File: config.mk
export PLATFORM = sky130hd
export DESIGN_NAME = readout_sched
export DESIGN_NICKNAME = d
export VERILOG_FILES = /design/src/rtl/readout_sched.sv
export SDC_FILE = /design/constraint.sdc
export NUM_CORES = 1
export LEC_CHECK = 0
export ABC_AREA = 1
export CAP_MARGIN = 20
export CORE_MARGIN = 4
export CORE_UTILIZATION = 40
export DETAILED_ROUTE_END_ITERATION = 16
export PLACE_DENSITY = 0.83
export SYNTH_ARGS = -nofsm -noshare
export SYNTH_HDL_FRONTEND = slang
export SYNTH_SLANG_ARGS = --single-unit
File: constraint.sdc
create_clock -name clk -period 2.3 [get_ports clk]
set_input_delay 0.46 -clock clk [delete_from_list [all_inputs] [get_ports clk]]
set_output_delay 0.46 -clock clk [all_outputs]
set_load 0.02 [all_outputs]
File: src/rtl/readout_sched.sv
// readout_sched
// Round-robin readout scheduler for the timestamper channel array.
// Grants one channel at a time (searching upward from the last grant),
// walks the shared byte address through that channel's 64-bit FIFO word,
// sends the word to the host as byte packets, then pulses unload (data
// record) or clearoverrun (overrun record) to the granted channel.
//
// Ports:
//   clk, rstn      clock, asynchronous active-low reset
//   enable         permits new grants; a record in progress always completes
//   attention      per-channel "FIFO not empty or overrun"
//   overrun        per-channel latched overrun flag
//   chan_data      per-channel FIFO byte, channel i at [8i+7:8i]
//   byteaddr       shared byte select driven to all channels
//   unload         one-hot single-cycle FIFO pop
//   clearoverrun   one-hot single-cycle overrun clear
//   out_data       packet byte to host
//   out_valid      out_data valid
//   out_ready      host accepts the byte
//   busy           high in any state other than IDLE
module readout_sched #(
  parameter int NCHAN   = 4,
  parameter int HOLDOFF = 2
) (
  input  logic               clk,
  input  logic               rstn,
  input  logic               enable,
  input  logic [NCHAN-1:0]   attention,
  input  logic [NCHAN-1:0]   overrun,
  input  logic [8*NCHAN-1:0] chan_data,
  output logic [2:0]         byteaddr,
  output logic [NCHAN-1:0]   unload,
  output logic [NCHAN-1:0]   clearoverrun,
  output logic [7:0]         out_data,
  output logic               out_valid,
  input  logic               out_ready,
  output logic               busy
);

  localparam int HC_W = $clog2(HOLDOFF + 1);

  typedef enum logic [2:0] {
    S_IDLE = 3'd0,
    S_HDR  = 3'd1,
    S_DATA = 3'd2,
    S_UNLD = 3'd3,
    S_CLR  = 3'd4,
    S_HOLD = 3'd5
  } state_t;

  state_t          state_r, state_s;
  logic [2:0]      gnt_r, gnt_s;
  logic            ovf_r, ovf_s;
  logic [2:0]      last_r, last_s;
  logic [2:0]      byteaddr_r, byteaddr_s;
  logic [HC_W-1:0] hold_r, hold_s;

  logic            found_s;
  logic [2:0]      pick_s;
  logic            pick_ovr_s;
  logic [7:0]      byte_s;

  // Channel index reached by stepping 'step' places above 'base', wrapping at NCHAN.
  function automatic logic [2:0] rr_slot(input logic [2:0] base, input int step);
    int s;
    s = int'(base) + step;
    s = (s >= NCHAN) ? (s - NCHAN) : s;
    return 3'(s);
  endfunction

  // Round-robin search: first requesting channel starting at last+1.
  always_comb begin
    found_s    = 1'b0;
    pick_s     = 3'd0;
    pick_ovr_s = 1'b0;
    for (int k = 1; k <= NCHAN; k++) begin
      for (int i = 0; i < NCHAN; i++) begin
        if (attention[i] && !found_s && (rr_slot(last_r, k) == 3'(i))) begin
          found_s = 1'b1;
          pick_s  = 3'(i);
        end else begin
          found_s = found_s;
        end
      end
    end
    for (int i = 0; i < NCHAN; i++) begin
      pick_ovr_s = pick_ovr_s | (overrun[i] & (pick_s == 3'(i)));
    end
  end

  // Byte of the granted channel at the current byte address.
  always_comb begin
    byte_s = 8'h00;
    for (int i = 0; i < NCHAN; i++) begin
      byte_s = byte_s | ({8{gnt_r == 3'(i)}} & chan_data[8*i +: 8]);
    end
  end

  // Next-state and datapath register updates.
  always_comb begin
    state_s    = state_r;
    gnt_s      = gnt_r;
    ovf_s      = ovf_r;
    last_s     = last_r;
    byteaddr_s = byteaddr_r;
    hold_s     = hold_r;
    case (state_r)
      S_IDLE: begin
        if (enable && found_s) begin
          state_s    = S_HDR;
          gnt_s      = pick_s;
          ovf_s      = pick_ovr_s;
          last_s     = pick_s;
          byteaddr_s = 3'd0;
        end else begin
          state_s = S_IDLE;
        end
      end
      S_HDR: begin
        if (out_ready) begin
          if (ovf_r) begin
            state_s = S_CLR;
          end else begin
            state_s    = S_DATA;
            byteaddr_s = 3'd0;
          end
        end else begin
          state_s = S_HDR;
        end
      end
      S_DATA: begin
        if (out_ready) begin
          if (byteaddr_r == 3'd7) begin
            state_s    = S_UNLD;
            byteaddr_s = 3'd0;
          end else begin
            byteaddr_s = byteaddr_r + 3'd1;
          end
        end else begin
          state_s = S_DATA;
        end
      end
      S_UNLD: begin
        state_s = S_HOLD;
        hold_s  = '0;
      end
      S_CLR: begin
        state_s = S_HOLD;
        hold_s  = '0;
      end
      S_HOLD: begin
        // Holdoff lets the channel's registered attention catch up with the pop.
        if (hold_r == HC_W'(HOLDOFF - 1)) begin
          state_s = S_IDLE;
          hold_s  = '0;
        end else begin
          hold_s = hold_r + HC_W'(1);
        end
      end
      default: begin
        state_s    = S_IDLE;
        byteaddr_s = 3'd0;
        hold_s     = '0;
      end
    endcase
  end

  // State and datapath registers; reset aborts any record without a pop.
  always_ff @(posedge clk or negedge rstn) begin
    if (!rstn) begin
      state_r    <= S_IDLE;
      gnt_r      <= 3'd0;
      ovf_r      <= 1'b0;
      last_r     <= 3'(NCHAN - 1);
      byteaddr_r <= 3'd0;
      hold_r     <= '0;
    end else begin
      state_r    <= state_s;
      gnt_r      <= gnt_s;
      ovf_r      <= ovf_s;
      last_r     <= last_s;
      byteaddr_r <= byteaddr_s;
      hold_r     <= hold_s;
    end
  end

  // Output decode straight from the state register.
  always_comb begin
    unload       = '0;
    clearoverrun = '0;
    for (int i = 0; i < NCHAN; i++) begin
      unload[i]       = (state_r == S_UNLD) && (gnt_r == 3'(i));
      clearoverrun[i] = (state_r == S_CLR) && (gnt_r == 3'(i));
    end
    case (state_r)
      S_HDR:   out_data = {ovf_r, 4'b0000, gnt_r};
      S_DATA:  out_data = byte_s;
      default: out_data = 8'h00;
    endcase
    out_valid = (state_r == S_HDR) || (state_r == S_DATA);
    busy      = (state_r != S_IDLE);
    byteaddr  = byteaddr_r;
  end

endmodule

==> flow_summary.ini <==
[outcome]
status = finished clean

[clock_tree]
htree_levels = 1
clk_latency_ns = 0.29
cts_sinks = 13
hold_buffers = 0
numCtsBuffers = 3
cts_tree = built
cts-root-buf = clkbuf_4
cts.clk_slew.worst_paths_ns = 0.08
cts_buffer_depth = 2

[sta]
drv_slew = 0
max_freq_ghz = 0.4372
post-route-period-util_pct = 99.45
relSlewSlack_pct = 61.42
setup_viol = 0
fin_crit_ns = 2.287
layout_setup_ws_ns = 0.01256
max_slew.worst_pin.slew_ns = 0.5769
skew_ns = 0.005307
rsz0062_at_grt = yes
timing.hold.ws_ns = 0.4952
final-hold-violation-count = 0

[global_routing]
grt_overflow = 0
grt_pass1_vias = 1460
grt_max_degree = 20
grt_pass1_wl_mm = 6.734
antenna_found_initial = 0
grtUsageTotal_pct = 20.23

[worst_setup_path]
worstSetupPathType = flop to primary output
rr_endpoint = gnt_r[0]
reg2reg_slack_ns = 0.10
cp_data_arrival_time_ns = 1.83
startpoint_type = flop
cp-startpoint = state_r[1]
cp-end-kind = primary output
rr_worst_depth = 13
cp_max_fo = 7
r2r-start = last_r[0]
cp.required_ns = 1.84

[pwr]
p_leak_nw = 1.133
powerDensity_nw_per_um2 = 992.4
ir_worst_vdd_mv = 0.6284
power.total_mw = 2.180

[route]
detail-route-antenna-nets = 0
routed_wl_mm = 4.453
route.vias.total = 1692
drt-wirelength-per-cell_microns = 13.33
drt_iter0_drc = 104
avgViaCountPerCell = 5.066
drc = 0
drt_pass1_iterations = 4

[die]
fp-row-count = 20
die_y_microns = 64.32
die-area_sq_um = 4137
die_width_microns = 64.32
placeableCoreArea_sq_um = 3053
io-pin-count = 65
initial_utilization_pct = 41.56

[finish]
drive_above_1_share_pct = 17.59
n_antenna_cell = 0
syn_to_final_growth_pct = 73.18
fin_util_pct = 71.97
nets = 337
layoutNonFillerInstCount = 334

[synthesis]
synthDistinctLibCells = 27
synthCells = 204
postSynthAreaPerCell_sq_um = 6.219
yosys_register_bits = 13
syn_nets = 250
syn_area_sq_um = 1269
ys_seq_area_share_pct = 25.84
ys_warn_count = 0

[placement]
dpl_worst_slack_ns = -0.1589
port_buffers = 64
place.detailed.hpwl_mm = 3.388
dp_cells = 322
gp_congestion = 0.8916

[min_path]
hold_path_class = flop to flop
worst_hold_path.endpoint = state_r[1]
min_from = ovf_r
whs_path_depth = 1

[job]
drv_cap = 0
==> critical path, stage by stage (launching register included) <==
cell,delay (ns)
dfrtp_1,0.44
inv_1,0.07
nor3_1,0.28
buf_4,0.22
o21ai_0,0.09
o21ai_0,0.08
dlygate4sd2_1,0.37
==> worst max-delay path by stage <==
stage / end / slack (ns) / cells past startpoint
2_1_floorplan: gnt_r[0] / 0.30 / 13
3_5_place_dp: gnt_r[0] / -0.16 / 13
5_1_grt: ovf_r / -0.07 / 17
3_3_place_gp: gnt_r[1] / -0.09 / 13
4_1_cts: unload[0] / 0.006 / 4
6_report: out_data[7] / 0.01 / 6
==> synthesized netlist by cell type <==
master      n  share of area, %
a2111oi_0   1              0.69
a211oi_1    1              0.59
a21oi_1     3               1.2
a22o_1      3               2.1
a41oi_1     5               3.5
clkbuf_1    4               1.2
dfrtp_1    11                22
dfstp_2     2               4.1
ha_1        2               2.0
inv_1      28               8.3
inv_2       2              0.59
nand2_1    48                14
nand2_2     4               2.0
nand3_1    31                12
nand3_2     1              0.79
nand4_1     3               1.5
nand4_2     3               3.0
nor2_1     26               7.7
nor2_2      1              0.49
nor2_4      1              0.89
nor3_1      5               2.0
nor3_4      1               1.3
o211ai_2    1              0.99
o21ai_0     7               2.8
o21ai_1     8               3.2
o31a_1      1              0.69
o31ai_1     1              0.59
==> through the flow <==
| step | TNS (ns) | instance area [sq um] |
|---|---|---|
| 2_1_floorplan | 0 | 1269 |
| 3_3_place_gp | -0.5816 | 2054 |
| 3_5_place_dp | -1.270 | 2054 |
| 4_1_cts | 0 | 2069 |
| 5_1_grt | -0.3898 | 2197 |
| 6_report | 0 | 2197 |
==> registers in the layout, indices dropped and copies added, names as in the netlist <==
| register | count |
|---|---|
| hold_r | 2 |
| ovf_r | 1 |
| byteaddr | 3 |
| gnt_r | 2 |
| state_r | 3 |
| last_r | 2 |
==> repair_timing <==
action / 4_1_cts / 5_1_grt
endpoints found under the setup margin: 9 / 17
gates resized for setup: 10 / 18
pin swaps: 0 / 2
buffers inserted: 0 / 8
==> cell families (layout without fill, tap and decap cells) <==
kind of cell    count (synthesis)  in the layout  share of synthesized area (%)
simple gates                  124            124                          45.96
buf+inv                        34            120                          10.06
compound gates                 31             31                          16.17
flops                          13             13                          25.84
fa+ha+maj                       2              2                          1.972
==> layout make-up <==
type                    count  area (sq um)
well taps                  44         55.05
inverters                  30         116.4
repair buffers             86         809.5
fillers                   255         855.8
multi-input cells         157         862.1
flip-flops and latches     13         327.8
clock buffers               4         26.28
==> cell usage in the layout, fill, tap and decap left out, types with 2 or more instances in the layout <==
cell type and n:
a41oi_1 5, dlygate4sd2_1 9, nand2_1 46, nor2_1 25, o21ai_1 7, a21oi_1 3
clkdlybuf4s50_1 49, nand2_2 6, nand4_1 3, nor3_1 4, dfstp_2 2, o21ai_0 7
inv_2 4, nand4_4 2, inv_1 25, nand3_1 29, buf_4 22, a22o_1 3
nor2_4 2, dfrtp_1 11, clkbuf_4 3, dlymetal6s2s_1 6, ha_1 2, nand3_2 3
==> report_power, final <==
| part | internal (mW) | switching (mW) | leakage [nW] |
|---|---|---|---|
| logic | 0.670 | 0.952 | 0.953 |
| clock network | 0.0675 | 0.0799 | 0.0150 |
| registers | 0.320 | 0.0903 | 0.166 |
==> layer usage <==
layer,GRT usage [%],vias to the layer above,share of wire [%]
li1,-,861,-
met2,33.89,62,47
met1,26.94,762,45
met3,4.042,7,7.2
met5,0,-,0
met4,3.958,0,0.97
(Power assumes the default switching activity.)
